File: src/rtl/ann_pkg.sv
// Shared definitions for the neuron layers: FSM state encoding and Q8.8 constants.
package ann_pkg;

    typedef enum logic [1:0] {
        ST_IDLE  = 2'd0,
        ST_RUN   = 2'd1,
        ST_DRAIN = 2'd2,
        ST_DONE  = 2'd3
    } ann_state_e;

    localparam int                 Q_FRAC       = 8;
    localparam logic signed [15:0] Q_MAX        = 16'sh7FFF;
    localparam logic signed [15:0] Q_MIN        = 16'sh8000;
    localparam int                 N_IN_DEFAULT = 28;

endpackage

File: src/rtl/ann_sat_round.sv
// Accumulator-to-output conversion: drops FRAC fractional bits with an arithmetic
// shift (floor toward -inf) and clamps the result into a signed DW-bit word.
// Purely combinational so later layers can reuse it in front of their own registers.
module ann_sat_round
    import ann_pkg::*;
#(
    parameter int DW    = 16,
    parameter int FRAC  = Q_FRAC,
    parameter int ACC_W = 40
) (
    input  logic signed [ACC_W-1:0] acc_i,
    output logic signed [DW-1:0]    y_o
);

    localparam logic signed [ACC_W-1:0] SAT_MAX = {{(ACC_W-DW+1){1'b0}}, {(DW-1){1'b1}}};
    localparam logic signed [ACC_W-1:0] SAT_MIN = {{(ACC_W-DW+1){1'b1}}, {(DW-1){1'b0}}};

    logic signed [ACC_W-1:0] shifted_s;

    // Floor-shift the accumulator and clamp it to the representable output range.
    always_comb begin
        shifted_s = acc_i >>> FRAC;
        if (shifted_s > SAT_MAX) begin
            y_o = SAT_MAX[DW-1:0];
        end else if (shifted_s < SAT_MIN) begin
            y_o = SAT_MIN[DW-1:0];
        end else begin
            y_o = shifted_s[DW-1:0];
        end
    end

endmodule

File: src/rtl/ann_neuron_mac.sv
// One neuron: walks the weight BRAM, multiplies each weight with a streamed
// activation, accumulates, adds the bias, saturates to Q8.8 and hands the result
// downstream on a valid/ready handshake.
// Optional feature: define ANN_NEURON_RELU_EN to clamp negative outputs to zero
// inside the output register (no extra latency).
module ann_neuron_mac
    import ann_pkg::*;
#(
    parameter int N_IN  = N_IN_DEFAULT,
    parameter int DW    = 16,
    parameter int FRAC  = Q_FRAC,
    parameter int AW    = 5,
    parameter int ACC_W = 40
) (
    input  logic          CLK,
    input  logic          RST,
    input  logic          START,
    input  logic [DW-1:0] BIAS,
    input  logic [DW-1:0] X_DATA,
    input  logic          X_VALID,
    output logic          X_READY,
    output logic [AW-1:0] W_ADDR,
    output logic          W_EN,
    output logic          W_WE,
    input  logic [DW-1:0] W_DO,
    output logic [DW-1:0] Y_DATA,
    output logic          Y_VALID,
    input  logic          Y_READY,
    output logic          BUSY
);

    ann_state_e              state_q,    state_d;
    logic [AW-1:0]           idx_q,      idx_d;
    logic signed [DW-1:0]    bias_q,     bias_d;
    logic signed [2*DW-1:0]  prod_q,     prod_d;
    logic                    prod_vld_q, prod_vld_d;
    logic signed [ACC_W-1:0] acc_q,      acc_d;
    logic [DW-1:0]           y_data_q,   y_data_d;
    logic                    y_valid_q,  y_valid_d;

    logic                    fire_s;
    logic signed [2*DW-1:0]  mult_s;
    logic signed [ACC_W-1:0] prod_ext_s;
    logic signed [ACC_W-1:0] acc_sum_s;
    logic signed [ACC_W-1:0] bias_ext_s;
    logic signed [ACC_W-1:0] pre_sat_s;
    logic signed [DW-1:0]    sat_s;
    logic [DW-1:0]           y_next_s;

    assign fire_s     = X_VALID && (state_q == ST_RUN);
    assign mult_s     = $signed(X_DATA) * $signed(W_DO);
    assign prod_ext_s = {{(ACC_W-2*DW){prod_q[2*DW-1]}}, prod_q};
    // The product lands in the accumulator one cycle after its fire.
    assign acc_sum_s  = acc_q + (prod_vld_q ? prod_ext_s : {ACC_W{1'b0}});
    // Bias aligned to the Q16.16 product scale.
    assign bias_ext_s = {{(ACC_W-DW-FRAC){bias_q[DW-1]}}, bias_q, {FRAC{1'b0}}};
    assign pre_sat_s  = acc_sum_s + bias_ext_s;

    ann_sat_round #(
        .DW    (DW),
        .FRAC  (FRAC),
        .ACC_W (ACC_W)
    ) u_sat (
        .acc_i (pre_sat_s),
        .y_o   (sat_s)
    );

`ifdef ANN_NEURON_RELU_EN
    assign y_next_s = sat_s[DW-1] ? {DW{1'b0}} : sat_s;
`else
    assign y_next_s = sat_s;
`endif

    // Next-state logic for the sequencing FSM, index counter and datapath registers.
    always_comb begin
        state_d    = state_q;
        idx_d      = idx_q;
        bias_d     = bias_q;
        prod_d     = prod_q;
        prod_vld_d = 1'b0;
        acc_d      = acc_sum_s;
        y_data_d   = y_data_q;
        y_valid_d  = y_valid_q;
        case (state_q)
            ST_IDLE: begin
                if (START) begin
                    idx_d   = {AW{1'b0}};
                    bias_d  = BIAS;
                    acc_d   = {ACC_W{1'b0}};
                    state_d = ST_RUN;
                end else begin
                    state_d = ST_IDLE;
                end
            end
            ST_RUN: begin
                if (fire_s) begin
                    prod_d     = mult_s;
                    prod_vld_d = 1'b1;
                    if (idx_q == AW'(N_IN - 1)) begin
                        state_d = ST_DRAIN;
                    end else begin
                        idx_d = idx_q + {{(AW-1){1'b0}}, 1'b1};
                    end
                end else begin
                    state_d = ST_RUN;
                end
            end
            ST_DRAIN: begin
                // Final product is folded straight into the output register.
                y_data_d  = y_next_s;
                y_valid_d = 1'b1;
                state_d   = ST_DONE;
            end
            ST_DONE: begin
                if (Y_READY) begin
                    y_valid_d = 1'b0;
                    state_d   = ST_IDLE;
                end else begin
                    state_d = ST_DONE;
                end
            end
            default: begin
                state_d   = ST_IDLE;
                y_valid_d = 1'b0;
            end
        endcase
    end

    // State registers with synchronous reset.
    always_ff @(posedge CLK) begin
        if (RST) begin
            state_q    <= ST_IDLE;
            idx_q      <= {AW{1'b0}};
            bias_q     <= {DW{1'b0}};
            prod_q     <= {(2*DW){1'b0}};
            prod_vld_q <= 1'b0;
            acc_q      <= {ACC_W{1'b0}};
            y_data_q   <= {DW{1'b0}};
            y_valid_q  <= 1'b0;
        end else begin
            state_q    <= state_d;
            idx_q      <= idx_d;
            bias_q     <= bias_d;
            prod_q     <= prod_d;
            prod_vld_q <= prod_vld_d;
            acc_q      <= acc_d;
            y_data_q   <= y_data_d;
            y_valid_q  <= y_valid_d;
        end
    end

    assign X_READY = (state_q == ST_RUN);
    assign W_EN    = (state_q == ST_RUN);
    assign W_ADDR  = idx_q;
    assign W_WE    = 1'b0;
    assign BUSY    = (state_q != ST_IDLE);
    assign Y_DATA  = y_data_q;
    assign Y_VALID = y_valid_q;

endmodule

File: config.mk
export PLATFORM = sky130hd
export DESIGN_NAME = ann_neuron_mac
export DESIGN_NICKNAME = d
export VERILOG_FILES = /design/src/rtl/ann_pkg.sv /design/src/rtl/ann_sat_round.sv /design/src/rtl/ann_neuron_mac.sv
export SDC_FILE = /design/constraint.sdc
export NUM_CORES = 1
export LEC_CHECK = 0
export CORE_MARGIN = 5
export CORE_UTILIZATION = 48
export DETAILED_ROUTE_END_ITERATION = 10
export GPL_ROUTABILITY_DRIVEN = 0
export GPL_TIMING_DRIVEN = 0
export PLACE_DENSITY_LB_ADDON = 0.3
export SYNTH_ARGS = -nofsm -noshare
export SYNTH_HDL_FRONTEND = slang
export SYNTH_SLANG_ARGS = --single-unit
File: constraint.sdc
create_clock -name CLK -period 9.05 [get_ports CLK]
set_input_delay 1.81 -clock CLK [delete_from_list [all_inputs] [get_ports CLK]]
set_output_delay 1.81 -clock CLK [all_outputs]
set_load 0.1 [all_outputs]
[Yosys cells after proc, flatten, opt, wreduce, memory -nomap -nowiden]
Index checks and enable logic that the tools add are counted.
Operators by class
  magnitude comparators: 2
  muxes and demuxes: 17
  multipliers: 1
  equality and inequality tests: 9
  bitwise operators: 1
  reduce and logical (&&, ||, !) cells: 10
  $add $sub $neg: 3
Operators with widths (count)
  two-way mux 40 bit: 3
  adder 40 x 24 -> 40 bit: 1
  adder 40 bit: 1
  > comparator 32 x 16 -> 1 bit, second input constant: 1
  < comparator 32 x 16 -> 1 bit, second input constant: 1
  multiplier 16 x 16 -> 32 bit: 1
  two-way mux 16 bit: 2
  two-way mux 5 bit: 3
  case mux 5 bit (2 select lines): 1
  case mux 2 bit (4 select lines): 1
  two-way mux 2 bit: 3
  != test 2 bit, second input constant: 3
  AND reduction 2 bit: 3
  nonzero test 2 bit: 3
  adder 5 x 1 -> 5 bit, second input constant: 1
  == test 5 bit, second input constant: 1
  == test 2 bit, second input constant: 2
  AND reduction 4 bit: 1
  two-way mux 1 bit: 3
  != test 3 x 2 -> 1 bit, second input constant: 1
  == test 2 x 1 -> 1 bit, second input constant: 1
  logical NOT 2 bit: 1
  != test 2 x 1 -> 1 bit, second input constant: 1
  case mux 1 bit (2 select lines): 1
  other kinds (3): 3
Storage, ports and cells
  word-level logic and storage cells: 51
  output and inout bits: 26
  input port bits: 53
  flip-flop bits (word level): 113

[Logic depth before layout (Yosys ltp)]
Gate-level depths: netlist (run 1).
  depth after elaboration: 6
  mapped depth: 28
  gate-level depth less buffers: 27

[Cells and area by module]
Synthesis (run 1) repeated with hierarchy kept, for this count alone.
Unflattened totals
  cells, all modules: 2075
  area, all modules: 17658.2 um^2
Modules (own cells, without submodules)
  ann_neuron_mac: cells each 2047, area an instance 17426.7 um^2, instances 1
  ann_sat_round: cells each 28, area an instance 231.5 um^2, instances 1

[Worst setup path after synthesis (run 1)]
OpenSTA, ideal clock, no wires.
  path kind: input-to-reg
  start point: input port X_DATA[10]
  end point: register prod_q[31]
  buffers on the path: 1
  cell stages on the path: 24
  data arrival time: 8.018 ns
  setup time: 0.095 ns
  slack: 0.937 ns
  data required time: 8.955 ns
  cells stage by stage: clkbuf_1 nand2_1 fa_1 inv_1 fa_1 inv_1 fa_1 fa_1 inv_1 fa_1 inv_1 fa_1 inv_1 ha_1 a21o_1 a21o_1 a31oi_1 a21oi_1 o21ai_0 a211oi_1 or4b_2 nor2_1 mux2_2 a221oi_1
On the way
  longest elaborated chain between the ends: 1
RTL lines
  from (decl): RTL line ann_neuron_mac.sv:19  | input logic [DW-1:0] X_DATA,
  multiplier 16 x 16 -> 32 bit: RTL line ann_neuron_mac.sv:51  | assign mult_s = $signed(X_DATA) * $signed(W_DO);
  to (signal assigned): RTL line ann_neuron_mac.sv:135  | prod_q <= {(2*DW){1'b0}};
  to (signal assigned): RTL line ann_neuron_mac.sv:144  | prod_q <= prod_d;
  to (decl): RTL line ann_neuron_mac.sv:35  | logic signed [2*DW-1:0] prod_q, prod_d;
No other way between the ends.
A chain may end at the register's enable or synchronous reset.

[Worst setup path after layout (run 1)]
  start point: input port X_DATA[6]
  end point: register prod_q[31]
Same word-level chain as after synthesis.

==> flow_summary.ini, run 1 <==
[layout]
nets = 2621
area_delta_synth_final_pct = 11.93
drive_gt1_frac = 0.03978
stdcell_area_mm2 = 0.01968
antennaDiodeCount = 0

[placement]
postPlaceCellArea_mm2 = 0.01894
port-buffer-count = 77
dp_slack_ps = -485.3
dpl.hpwl_um = 38130

[die]
ios = 79
core_region_area_mm2 = 0.03635
initial_core_util = 0.4837
dieArea_mm2 = 0.04055
fp-row-count = 70
die_w_um = 201.4
die_h_um = 201.4

[sta]
finalCriticalPeriod_ps = 8750
maxSlewViolCount = 0
max-slew-margin-rel = 0.3355
fin_crit_sh = 0.9669
whs_ps = 447.9
finClkSkew_ps = 9.188
hold_viol_final = 0
timing.fmax_ghz = 0.1143
tightest_slew_ps = 993.7
setup_tns_ps = 0
setup_viol = 0
finalWorstSetupSlack_ps = 299.7

[drt]
drtPass1Iterations = 6
drc_errors = 0
post_drt_wl_per_cell_um = 17.22
wl_met3_um = 2724
drt_wl_total_um = 45280
drt-initial-drc-count = 910
num_vias = 14511
highest_layer = met4
met1_length_um = 19030
antenna_left = 0
via_per_inst = 5.517
wl_met2_um = 21870

[yosys]
yosysSeqAreaShare = 0.1287
yosysWarnings = 0
ys_ff_latch = 113
avgSynthCellArea_um2 = 8.563
syn-cell-area_mm2 = 0.01758
synth_top_flop_cell = dfxtp_1
synth_async_sr_flop_share = 0
syn_inst = 2053
synth.distinct_cells = 78
syn_nets = 2525
synth-edff-count = 0

[worst_hold_path]
hp-class = reg2reg
hold_depth = 2
hold_path_startpoint = prod_q[19]
hold_path_end = prod_q[19]

[clock_tree]
cts_buffers = 17
htreeDepth = 4
clk_pin_slew_worst_paths_ps = 60
clock_path_buffers = 2
cts_root_buf = clkbuf_16
clk_latency_ps = 430
cts_setup_buffers = 0
cts.sinks = 113
cts_tree = yes

[critical_path]
crit_type = in2reg
reg2regPathDepth = 27
r2r_end = Y_DATA[9]
crit_fanout = 10
reg2reg_slack_ps = 2180
r2r_start = prod_vld_q
end_kind = flop
cp_data_arrival_time_ps = 9070
start_kind = input port
cp.required_ps = 9370

[grt]
grt_max_degree = 19
track_usage = 0.2241
grt_pass1_wl_um = 74290
overflow = 0
antenna_found_initial = 2
grt_pass1_vias = 14786

[power]
power_leakage_nw = 9.430
power.density_mw_per_mm2 = 383.8
ir_worst_vdd_uv = 458.0

[run]
maxCapViolations = 0

[run_status]
outcome = finished, final reports clean
worst max-delay path, cell delays in order:
cell	delay [ps]
clkdlybuf4s50_1	670
clkbuf_2	350
nand2_1	130
fa_1	520
inv_1	50
fa_1	470
inv_1	60
fa_1	480
fa_1	550
inv_1	50
fa_1	470
inv_1	50
fa_1	470
inv_1	40
ha_1	350
a21o_1	180
a21o_1	210
a31oi_1	230
a21oi_1	140
o21ai_1	280
a211oi_1	120
or4b_2	630
nor2_1	140
mux2_2	350
a221oi_1	260
repair_timing:
action	in CTS	in global routing
resized for setup	6	50
hold buffers	0	0
pin swaps	0	0
setup endpoints to repair	1	4
gates cloned	0	0
Yosys cell counts (15+ instances only):
cell type,number,share of area
fa_1,264,0.30
clkbuf_1,62,0.013
nand3_1,22,0.0063
a21o_1,49,0.021
dfxtp_1,113,0.13
a21oi_1,130,0.037
nor2_1,94,0.020
xor2_1,31,0.015
o21ai_0,49,0.014
xnor2_1,59,0.029
inv_1,323,0.069
a211oi_1,17,0.0073
or3_1,15,0.0053
nor3_1,17,0.0048
nand2_1,258,0.055
ha_1,155,0.11
nand2b_1,33,0.012
and2_1,185,0.066
power breakdown:
group | switching [mW] | internal (mW)
Sequential | 0.0268 | 0.538
Clock | 0.254 | 0.524
Combinational | 3.44 | 2.77
layout make-up:
| cell class | instances | area [µm²] |
|---|---|---|
| Clock inverter | 13 | 232.7 |
| Inverter | 323 | 1216 |
| Buffer | 69 | 315.3 |
| Tap cell | 468 | 585.6 |
| Fill cell | 3350 | 16670 |
| Timing Repair Buffer | 77 | 793.3 |
| Multi-Input combinational cell | 1548 | 13830 |
| Sequential cell | 113 | 2262 |
| Clock buffer | 19 | 442.9 |
flip-flops by register name, indices dropped and copies added, names as in the netlist:
| register | flops |
|---|---|
| Y_DATA | 16 |
| acc_q | 40 |
| Y_VALID | 1 |
| W_ADDR | 5 |
| state_q | 2 |
| prod_vld_q | 1 |
| prod_q | 32 |
| bias_q | 16 |
layer usage:
| layer | vias up | track usage |
|---|---|---|
| met5 | - | 0 |
| met1 | 7165 | 0.2972 |
| met2 | 424 | 0.3744 |
| met3 | 112 | 0.03433 |
| li1 | 6810 | - |
| met4 | 0 | 0.08008 |
layout by cell type (no fill, tap or decap), types with 6 or more instances in the layout:
cell type	instances
a211o_1	8
a211oi_1	17
a21o_1	49
a21oi_1	130
a31oi_1	10
and2_1	185
and3_1	10
bufinv_16	6
clkbuf_1	40
clkbuf_16	17
clkbuf_2	21
clkdlybuf4s50_1	68
dfxtp_1	113
dlymetal6s2s_1	9
fa_1	264
ha_1	155
inv_1	322
nand2_1	258
nand2b_1	33
nand3_1	22
nand4_1	14
nor2_1	94
nor2b_1	14
nor3_1	17
o21a_1	8
o21ai_0	48
o21bai_1	10
o32ai_2	10
or3_1	15
xnor2_1	59
xor2_1	31
worst max-delay path by stage:
stage,from,to,cells past startpoint
after CTS,W_DO[5],prod_q[31],25
final,X_DATA[6],prod_q[31],25
after floorplan,X_DATA[10],prod_q[31],24
after detailed placement,W_DO[7],prod_q[31],24
after global placement,X_DATA[8],prod_q[31],25
after global routing,X_DATA[13],prod_q[31],23
metrics by stage:
stage	cells	utilization	power (mW)
global route	2630	0.5414	8.480
CTS	2630	0.5398	7.598
finish	2630	0.5414	7.552
floorplan	2053	-	5.531
detailed placement	2598	0.5210	6.773
global placement	2598	0.5210	6.602
kinds of logic (layout without fill, tap and decap cells):
family / Yosys count / count (layout) / share of synthesized area
compound gates: 350 / 350 / 0.1347
xor+xnor: 90 / 90 / 0.04484
fa+ha+maj: 419 / 419 / 0.4109
buf+inv: 392 / 501 / 0.08498
flops: 113 / 113 / 0.1287
mux: 4 / 4 / 0.002633
other cells: 1 / 1 / 0.0002133
simple gates: 684 / 684 / 0.1931
No activity file was read; power rests on OpenSTA's default activity.
==> run 2: changes to the inputs <==
--- a/config.mk
+++ b/config.mk
@@ -6,7 +6,7 @@
 export NUM_CORES = 1
 export LEC_CHECK = 0
 export CORE_MARGIN = 5
-export CORE_UTILIZATION = 48
+export CORE_UTILIZATION = 40
 export DETAILED_ROUTE_END_ITERATION = 10
 export GPL_ROUTABILITY_DRIVEN = 0
 export GPL_TIMING_DRIVEN = 0
==> run 2 against run 1 <==
Compared with the run above:
- global-route usage shrank 3.2 points
- worst setup slack lost 35 ps
- first-iteration DRC count shrank 5.4%
- final area grew 0.46%
- critical path depth is the same
- core utilization shrank 8.4 points
- clock power shrank 6.2%
- die area grew 19%
- maximum frequency shrank 0.40%
- critical path type unchanged
- largest cell class unchanged
- highest routed layer unchanged
==> flow_summary.ini, run 2 (synthesis gave the netlist of run 1 again) <==
[critical_path]
crit_type = in2reg
end_kind = flop
crit_fanout = 10
critical_path.top_delay_family = adder cells
worst-path-buf-inv = 7
start_kind = input port
cp_data_arrival_time_ps = 9110
worst_path_max_delay_cell = clkdlybuf4s50_1
cpMostUsedCell = fa_1
cpPeakStageDelay_ps = 710
cp.required_ps = 9370

[layout]
nets = 2621
final_cell_mix = inv_1, fa_1, nand2_1
post-route-util = 0.4569
multi_input_area_mm2 = 0.01383
regMostFlops = acc_q
largestRegisters = acc_q (40), prod_q (32)
largest_reg_flops = 40
fillCellCount = 4252
final_common_cell = inv_1
area_delta_synth_final_pct = 12.45
stdcell_area_mm2 = 0.01977
regArea_mm2 = 0.002262
drive_gt1_frac = 0.03885

[placement]
port-buffer-count = 77
postPlaceCellArea_mm2 = 0.01908
dpl.hpwl_um = 38890
dp_slack_ps = -499.0

[clock_tree]
cts_buffers = 17
clk_pin_slew_worst_paths_ps = 60
cts_resized = 9
clock_path_buffers = 2
cts.sinks = 113
htreeDepth = 4
cts_tree = yes
cts_setup_buffers = 0
clk_latency_ps = 430
cts_hold_buffers = 0
cts_root_buf = clkbuf_16

[drt]
drt_wl_total_um = 45700
post_drt_wl_per_cell_um = 16.63
via_per_inst = 5.207
drt-initial-drc-count = 861
num_vias = 14309
drc_errors = 0
antenna_left = 0
drtPass1Iterations = 5

[sta]
maxSlewViolCount = 0
fin_crit_sh = 0.9708
rsz0062_at_grt = no
setup_viol = 0
whs_ps = 447.7
tightest_slew_ps = 999.4
finalWorstSetupSlack_ps = 264.2
finalCriticalPeriod_ps = 8786
finClkSkew_ps = 10.58
hold_viol_final = 0
timing.fmax_ghz = 0.1138
max-slew-margin-rel = 0.3316

[die]
initial_core_util = 0.4063
die_h_um = 219.6
die_w_um = 219.6
fp-row-count = 76
core_region_area_mm2 = 0.04327
dieArea_mm2 = 0.04824
ios = 79

[power]
power_leakage_nw = 9.396
ir_worst_vdd_uv = 483.7
power.density_mw_per_mm2 = 380.6
power_mw = 7.525

[grt]
antenna_found_initial = 1
grt_max_degree = 19
overflow = 0
grt_pass1_vias = 14671
track_usage = 0.1920
grt_pass1_wl_um = 74300

[run]
maxCapViolations = 0

[worst_hold_path]
hp-class = reg2reg

[run_status]
outcome = finished, final reports clean
run 2: changes by cell type in the layout (fill, tap and decap cells not counted), moves of 2 or more:
cell,previous run,this run
buf_2,0,2
bufinv_16,6,4
inv_6,1,4
clkbuf_4,2,0
run 2: worst reg2reg max path, stage by stage, from the launching register on:
cell	delay [ps]
dfxtp_1	410
clkbuf_1	280
and2_1	180
ha_1	260
nor2b_1	160
o21ai_0	200
a21boi_0	200
o2111a_1	340
o21a_1	240
o21a_1	200
o21ai_0	250
nand2b_1	100
a211oi_1	270
nor2_1	100
ha_1	350
o21a_1	190
o31a_1	240
a41oi_1	250
or4_4	560
a21oi_1	260
mux2i_1	230
o2111ai_1	260
a211oi_1	270
nand4_1	240
nand2_2	210
buf_6	200
o32ai_2	100
run 2: worst paths after layout:
path         slack (ps)  cells after the start       start          to
min                 450                      2   prod_q[7]   prod_q[7]
min reg2reg         450                      2   prod_q[7]   prod_q[7]
max                 260                     25   X_DATA[7]  prod_q[31]
max reg2reg        2350                     26  prod_vld_q   Y_DATA[9]
run 2: power breakdown:
group / switching, mW / leakage (nW) / internal (mW) / total (mW)
Combinational: 3.46 / 8.18 / 2.77 / 6.23
Clock: 0.267 / 0.302 / 0.465 / 0.731
Sequential: 0.0270 / 0.916 / 0.538 / 0.565
Total: 3.75 / 9.40 / 3.78 / 7.52
run 2: final cells by class:
class	count	area share
Multi-Input combinational cell	1548	0.6996
Sequential cell	113	0.1144
Inverter	323	0.06133
Timing Repair Buffer	77	0.04000
Tap cell	585	0.03703
Clock buffer	18	0.02171
Buffer	69	0.01563
Clock inverter	14	0.01019
Antenna cell	1	0.0001266
run 2: per-layer routing:
metal	vias up	track usage	part of all wire
met3	62	0.02706	0.045
li1	6803	-	-
met5	-	0	0
met2	276	0.3338	0.50
met4	0	0.04306	0.019
met1	7168	0.2553	0.43
run 2: metrics by stage:
stage / std cells / setup TNS (ps)
6_report: 2748 / 0
5_1_grt: 2747 / 0
4_1_cts: 2747 / 0
3_5_place_dp: 2715 / -1592
3_3_place_gp: 2715 / -1398
2_1_floorplan: 2053 / 0
